$ cat src/rtl/la_irqagg_pkg.sv
// ============================================================================
// la_irqagg_pkg : shared FSM encoding and synchronizer depth for la_irqagg
// Rev 1.0 - initial release
// ============================================================================
`default_nettype none

package la_irqagg_pkg;

  localparam int LA_IRQAGG_SYNC_STAGES = 2;

  typedef enum logic [1:0] {
    IDLE    = 2'd0,
    ASSERT  = 2'd1,
    HOLDOFF = 2'd2
  } state_t;

endpackage

`default_nettype wire

$ cat src/rtl/la_dsync.sv
// ============================================================================
// la_dsync : single-bit multi-flop synchronizer, flops clear on reset
// Rev 1.0 - initial release
// ============================================================================
`default_nettype none

module la_dsync #(
  parameter int STAGES = 2
) (
  input  logic clk,
  input  logic nreset,
  input  logic in,
  output logic out
);

  logic [STAGES-1:0] sync_q;

  always_ff @(posedge clk) begin
    if (!nreset) begin
      sync_q <= '0;
    end else begin
      sync_q <= {sync_q[STAGES-2:0], in};
    end
  end

  assign out = sync_q[STAGES-1];

endmodule

`default_nettype wire

$ cat src/rtl/la_irqagg.sv
// ============================================================================
// la_irqagg : edge-detecting interrupt aggregator with holdoff and event count
// Optional input synchronizers enabled by macro LA_IRQAGG_SYNC_EN. Rev 1.0
// ============================================================================
`default_nettype none

module la_irqagg
  import la_irqagg_pkg::*;
#(
  parameter     PROP = "DEFAULT",
  parameter int N    = 3,
  parameter int HOLD = 4,
  parameter int CW   = 8
) (
  input  logic          clk,
  input  logic          nreset,
  input  logic [N-1:0]  in,
  input  logic [N-1:0]  mask,
  input  logic [N-1:0]  clear,
  input  logic          cnt_clr,
  output logic [N-1:0]  status,
  output logic          z,
  output logic [CW-1:0] count
);

  logic [N-1:0]  w_in;
  logic [N-1:0]  w_edge;
  logic          w_pending;
  logic          w_any_unmasked;
  logic [N-1:0]  prev_q;
  logic [N-1:0]  status_q, status_d;
  logic [CW-1:0] count_q, count_d;
  logic [7:0]    hold_q, hold_d;
  logic          z_q, z_d;
  state_t        state_q, state_d;

`ifdef LA_IRQAGG_SYNC_EN
  for (genvar gi = 0; gi < N; gi++) begin : g_sync
    la_dsync #(
      .STAGES (LA_IRQAGG_SYNC_STAGES)
    ) u_dsync (
      .clk    (clk),
      .nreset (nreset),
      .in     (in[gi]),
      .out    (w_in[gi])
    );
  end
`else
  assign w_in = in;
`endif

  assign w_edge         = w_in & ~prev_q;
  assign w_pending      = |(status_q & ~mask);
  assign w_any_unmasked = |(w_edge & ~mask);

  // Set wins over clear on the same bit.
  assign status_d = (status_q & ~clear) | w_edge;

  always_comb begin
    count_d = count_q;
    if (cnt_clr) begin
      count_d = '0;
    end else if (w_any_unmasked && (count_q != {CW{1'b1}})) begin
      count_d = count_q + CW'(1);
    end
  end

  always_comb begin
    state_d = state_q;
    hold_d  = hold_q;
    case (state_q)
      IDLE: begin
        if (w_pending) state_d = ASSERT;
      end
      ASSERT: begin
        if (!w_pending) begin
          if (HOLD == 0) begin
            state_d = IDLE;
          end else begin
            state_d = HOLDOFF;
            hold_d  = 8'(HOLD - 1);
          end
        end
      end
      HOLDOFF: begin
        // Pending sources are ignored until the holdoff window expires.
        if (hold_q == 8'd0) state_d = IDLE;
        else                hold_d  = hold_q - 8'd1;
      end
      default: state_d = IDLE;
    endcase
    z_d = (state_d == ASSERT);
  end

  always_ff @(posedge clk) begin
    if (!nreset) begin
      prev_q   <= '0;
      status_q <= '0;
      count_q  <= '0;
      hold_q   <= 8'd0;
      z_q      <= 1'b0;
      state_q  <= IDLE;
    end else begin
      prev_q   <= w_in;
      status_q <= status_d;
      count_q  <= count_d;
      hold_q   <= hold_d;
      z_q      <= z_d;
      state_q  <= state_d;
    end
  end

  assign status = status_q;
  assign z      = z_q;
  assign count  = count_q;

endmodule

`default_nettype wire

$ cat config.mk
export PLATFORM = sky130hd
export DESIGN_NAME = la_irqagg
export DESIGN_NICKNAME = d
export VERILOG_FILES = /design/src/rtl/la_irqagg_pkg.sv /design/src/rtl/la_dsync.sv /design/src/rtl/la_irqagg.sv
export SDC_FILE = /design/constraint.sdc
export NUM_CORES = 1
export LEC_CHECK = 0
export ABC_AREA = 1
export CAP_MARGIN = 5
export CORE_MARGIN = 2
export CORE_UTILIZATION = 50
export DETAILED_ROUTE_END_ITERATION = 6
export PLACE_DENSITY = 0.78
export RECOVER_POWER = 100
export SLEW_MARGIN = 40
export SYNTH_ARGS = -nofsm -noshare
export SYNTH_HDL_FRONTEND = slang
export SYNTH_SLANG_ARGS = --single-unit
$ cat constraint.sdc
create_clock -name clk -period 1.6 [get_ports clk]
set_input_delay 0.32 -clock clk [delete_from_list [all_inputs] [get_ports clk]]
set_output_delay 0.32 -clock clk [all_outputs]
set_load 0.1 [all_outputs]
==> metrics.txt, run 1 <==
max cap viols=0; met3 Usage GRT=between 3 and 4%; synth unique cells=20; Async S/R FF share, synth=0%; synthesized cell area=1210 um^2; # DRC=0; sequential fraction of the synthesis area=41.5%; Post-CTS Setup Bufs=0; Nets=around 220; Buf+Inv Stages, Crit Path=1; Cells after DPL=roughly 230; Reg2Reg Depth=7; Cells after Synth=174; Clock Pin Slew Worst Setup and Hold Paths=130 ps; via/cell ratio=between 5 and 6; Crit Reg-Reg Startpoint=hold_q[0]; Gate power share=between 20% and 30%; Compound-Gate Fraction of Synth Area=a little under a tenth; CTS sink count=25; standard-cell rows=17; Tot GR Track Use=about 22%; worst hold path depth=2; Post-synth EDFFs=0; port bufs=23; FMAX=about 680 MHz; Die Y=~53 um; type of the worst setup path=reg -> reg; flops & latches, synth=25; Worst Setup SP=hold_q[0]; Area after DPL=between 1500 and 2000 um^2; RSZ-0062 raised after global routing=no; Simple-Gate Fraction of Synth Area=approximately a third; flop2flop setup slack=roughly 120 ps; ANT cells=0; Post-DP HPWL=approximately 2100 um; grt total ovfl=0; Critical-path top delay cell=dfxtp_1; DIE AREA=2820 um^2; final wirelength=between 2000 and 3000 um; Max Slew Vio Count=0; Max Buffers Root-to-Sink=2; static leakage=about 0.74 nW; crit-path max cell delay=340 ps; largest net degree at the start of global routing=14; vias=1180; Required @ worst endpoint=about 1800 ps; CTS tree=done; DRT Pass-1 Iters=4; hold path startpoint=count[1]; Final Cell Area=1630 um^2; Switching Share=~33%; first-pass GRT wire length=~4500 um; NetSw=around 0.42 mW; mux contribution to synthesized area=0%; antenna violations before repair=0; Post-synth top cells=38 x nand2_1, 30 x inv_1, 26 x nor2_1; Reg power frac=a little over half; Final setup viols=0; DRT iter0 DRCs=21; final hold violations=0; Peak VDD IR=488 uV; Relative slew margins=between 60% and 70%; H-tree depth=1; GPL Wtd Cong=about 0.85; critical path's top delay family=compound AO/OA/AOI/OAI gates; Worst Tran Pin Value=between 500 and 600 ps; Core Area=2250 um^2; top cell type's share of synthesized area=about two fifths; cell taking the most area after synthesis=dfxtp_1; # IOs=24; Clk network pwr share=roughly 22%; pwr dens=roughly 790 nW/um^2; Int Pwr=0.871 mW; worst skew pair latency=~320 ps; post-layout power=1.29 mW; Starting Density=between 50% and 60%; Layout Utilization=just over 70%; Period minus WS final=1480 ps; xor/xnor cell area share of the yosys netlist=under 10%; Layout Cells excl Fill=approximately 240; GR met1 Demand/Resource=a little under a quarter; number of global-route vias before repair=around 1100; Clock Tree Root=clkbuf_4; fin crit share=92.3%; Synth Net Count=about 190; GR Util met2=roughly 42%; share of post-route cells with drive strength above 1=roughly 15%; Min-Delay Path Class=reg -> reg; Antenna Nets Post-Route=0; outcome=finished, final reports clean; total CTS buffers=3; most common cell in the netlist=nand2_1; adder-cell area share of the yosys netlist=under 10%; CP Cell Sequence=inv_1, ha_1, nand2_1, o21ai_4, nand2_4, a21oi_1, nor2_1; DR WL/cell=~11 um; commonest register cell after synthesis=dfxtp_1; die width=around 53 um; crit end category=flip-flop; Synth Warn #=0; crit path DAT=1700 ps; GR peak layer=met2; Hold Path End=count[1]; Synth Area per Inst=roughly 6.9 um^2; main combinational cell family by area after synthesis=simple AND/OR/NAND/NOR gates; element type at the critical path start=flip-flop; synth top area cells=dfxtp_1 41%, nand2_1 12%, inv_1 9.3%; CP max FO=12; clk_skew=2.17 ps; r2r endpoint=hold_q[7]; Syn-to-layout area delta=35.2%
logic make-up (layout without fill, tap and decap cells):
family	count (synthesis)	in the layout
simple gates	91	91
flops	25	25
xor+xnor	4	4
fa+ha+maj	2	2
buf+inv	32	65
compound gates	20	20
through the flow:
stage | hold WS (ps) | setup TNS [ps] | setup slack, ps
2_1_floorplan | 413 | 0 | 0.427
3_3_place_gp | 466 | -339 | -56.7
3_5_place_dp | 481 | -1060 | -161
4_1_cts | 500 | 0 | 72.3
5_1_grt | 543 | 0 | 11.7
6_report | 505 | 0 | 124
cell type report:
class,instances,area (um^2)
Fill cell,195,622
Multi-Input combinational cell,117,588
Sequential cell,25,508
Timing Repair Buffer,31,363
Inverter,30,113
Tap cell,28,35.0
Clock buffer,4,26.3
worst register-to-register path, stage by stage, from the launching register on:
cell     delay (ps)
dfxtp_1         340
inv_1           130
ha_1            240
nand2_1         120
o21ai_4         190
nand2_4         120
a21oi_1         180
nor2_1           60
state kept, by name, summed over array words and instances, names as in the netlist:
name     flops
prev_q       3
hold_q       8
z            1
state_q      2
count        8
status       3
power groups by stage:
stage | Combinational [mW] | Clock [mW] | Sequential [mW]
after global placement | 0.330 | 0 | 0.695
after detailed placement | 0.341 | 0 | 0.696
after CTS | 0.344 | 0.287 | 0.683
after global routing | 0.369 | 0.316 | 0.684
final | 0.334 | 0.279 | 0.679
after floorplan | 0.166 | 0 | 0.754
routing by layer:
metal,vias up,share of wire [%]
li1,605,-
met3,5,5.4
met1,537,42
met4,0,1.7
met2,33,51
met5,-,0
cell usage in the layout (no fill, tap or decap):
cell,instances
nor2_4,1
nor2_1,26
and2_2,1
o21ai_4,1
clkbuf_2,1
nand2_1,37
nand4_1,2
nor3_1,5
inv_1,30
buf_4,6
nand3b_1,1
nand2_2,1
clkbuf_1,3
a21oi_1,13
o21ai_0,5
clkdlybuf4s50_1,10
dlygate4sd3_1,1
xor2_1,4
clkbuf_4,5
o21bai_1,1
nand3_2,2
nand3_1,13
ha_1,2
dfxtp_1,23
nand2_4,2
dfxtp_4,2
buf_12,9
how the worst max path moves through the flow:
stage,slack [ps],depth (start not counted),end
finish,120,7,hold_q[7]
global route,10,8,count[2]
CTS,70,8,count[2]
detailed placement,-160,7,count[2]
global placement,-60,8,count[1]
floorplan,0.4,8,count[0]
what timing repair did:
item                       CTS  global route
resized for setup            1             2
hold buffers                 0             0
setup endpoints to repair    7             9
pin swaps                    0             1
No activity file was read; power rests on OpenSTA's default activity.
==> run 2: changes to the inputs <==
CORE_UTILIZATION = 31   (was 50)
PLACE_DENSITY = unset   (was 0.78)
==> run 2 against run 1 <==
- sequential cell count unchanged
- core utilization decreased by 30 points
- first-iteration DRC count unchanged
- clock-buffer cell count decreased by 1
- via count decreased by 9.7%
- final area decreased by 2.5%
- routed wire length decreased by 12%
- global-route usage decreased by 11 points
- critical endpoint is now hold_q[3]
- largest cell class unchanged
==> metrics.txt, run 2 (synthesis results as in run 1) <==
fin crit share=between 90% and 100%; pwr dens=850 nW/um^2; worst hold margin=474 ps; clk_skew=between 1 and 1.5 ps; type of the worst setup path=reg -> reg; port bufs=23; Relative slew margins=a little under two thirds; antenna violations before repair=0; Post-CTS Setup Bufs=0; cts repair resizes=0; Period minus WS final=around 1400 ps; GPL Wtd Cong=about 0.8; largest net degree at the start of global routing=15; worst skew pair latency=260 ps; total CTS buffers=3; flop2flop setup slack=between 150 and 200 ps; share of post-route cells with drive strength above 1=16.5%; Min-Delay Path Class=reg -> reg; Clock Tree Root=clkbuf_8; max cap viols=0; Final setup viols=0; Nets=~220; CTS sink count=25; FMAX=between 600 and 700 MHz; outcome=finished, final reports clean; DRT iter0 DRCs=21; vias=approximately 1100; ANT cells=0; post-layout power=approximately 1.4 mW; Clock Pin Slew Worst Setup and Hold Paths=approximately 90 ps; Post-DP HPWL=roughly 1900 um; via/cell ratio=4.20; Max Buffers Root-to-Sink=2; setup ws final=about 150 ps; r2r endpoint=hold_q[3]; commonest non-fill, non-tap cell in the layout=nand2_1; commonest cells after routing, fill and taps aside=38 x nand2_1, 30 x inv_1, 26 x nor2_1, 18 x dfxtp_1; hold buffers post-CTS=0; Starting Density=between 30% and 40%; H-tree depth=1; Tot GR Track Use=about 11%; Core Area=~3700 um^2; Crit Reg-Reg Startpoint=hold_q[0]; Die Y=66.4 um; Syn-to-layout area delta=31.9%; die width=66.4 um; Required @ worst endpoint=approximately 1800 ps; standard-cell rows=22; element type at the critical path start=flip-flop; CTS tree=done; number of global-route vias before repair=909; Area after DPL=approximately 1700 um^2; DRT Pass-1 Iters=4; DR WL/cell=around 9.4 um; RSZ-0062 raised after global routing=no; crit end category=flip-flop; static leakage=between 0.7 and 0.8 nW; Peak VDD IR=275 uV; Final Cell Area=around 1600 um^2; hold path startpoint=status[1]; # IOs=24; # DRC=0; first-pass GRT wire length=around 3900 um; Reg2Reg Depth=7; grt total ovfl=0; Worst Tran Pin Value=545 ps; Placement Setup Slack=-98.6 ps; final wirelength=~2400 um; crit path DAT=around 1700 ps; final hold violations=0; TNS Setup=0 ps; CP max FO=5; Hold Path End=status[1]; Antenna Nets Post-Route=0; worst hold path depth=2; Max Slew Vio Count=0; DIE AREA=4410 um^2
-- run 2: cell count changes in the layout (fill, tap and decap cells not counted) --
cell and change:
nand2_1 +1, buf_12 -4, nand2_4 -2, clkbuf_2 +7, clkbuf_4 -5, buf_4 -3, nand2_2 +1, clkinv_2 +1
dfxtp_1 -5, clkbuf_8 +3, dfxtp_2 +5
-- run 2: stage by stage --
step | utilization, % | std cells
global route | 42.9 | 254
global placement | 45.3 | 250
CTS | 46.5 | 254
floorplan | - | 174
finish | 42.9 | 254
detailed placement | 45.3 | 250
-- run 2: how the worst max path moves through the flow --
stage / start / endpoint
after floorplan: count[1] / count[0]
after global placement: mask[0] / hold_q[4]
after detailed placement: mask[0] / hold_q[2]
after CTS: hold_q[0] / hold_q[7]
after global routing: hold_q[0] / hold_q[1]
final: hold_q[0] / hold_q[3]
-- run 2: critical path, stage by stage (launching register included) --
cell and delay [ps]:
dfxtp_1 320, inv_1 120, ha_1 230, nand2_1 110, o21ai_4 160, clkbuf_1 210, nand3_1 100, a21oi_1 140
-- run 2: final cells by class --
class	instances	area [um^2]
Fill cell	404	2120
Clock buffer	3	41.3
Clock inverter	1	5.00
Timing Repair Buffer	30	284
Sequential cell	25	514
Inverter	30	113
Multi-Input combinational cell	117	576
Tap cell	48	60.1
-- run 2: where the power goes --
group,switching [mW],internal [mW]
clock network,0.196,0.174
registers,0.0225,0.653
logic,0.203,0.106
-- run 2: routing by layer --
layer | up-vias | global-route usage (%) | part of all wire, %
met4 | 0 | 4.59 | 1.1
met2 | 19 | 18.1 | 45
met3 | 2 | 1.19 | 4.2
li1 | 602 | - | -
met1 | 443 | 15.1 | 49
met5 | - | 0 | 0
==> run 3: changes to the inputs <==
SYNTH_HIERARCHICAL = 1   (was unset)
==> results of run 3 <==
Final layout, timing and power as in run 2 (identical DEF).
Among the figures that moved: Yosys warning count 0 -> 6
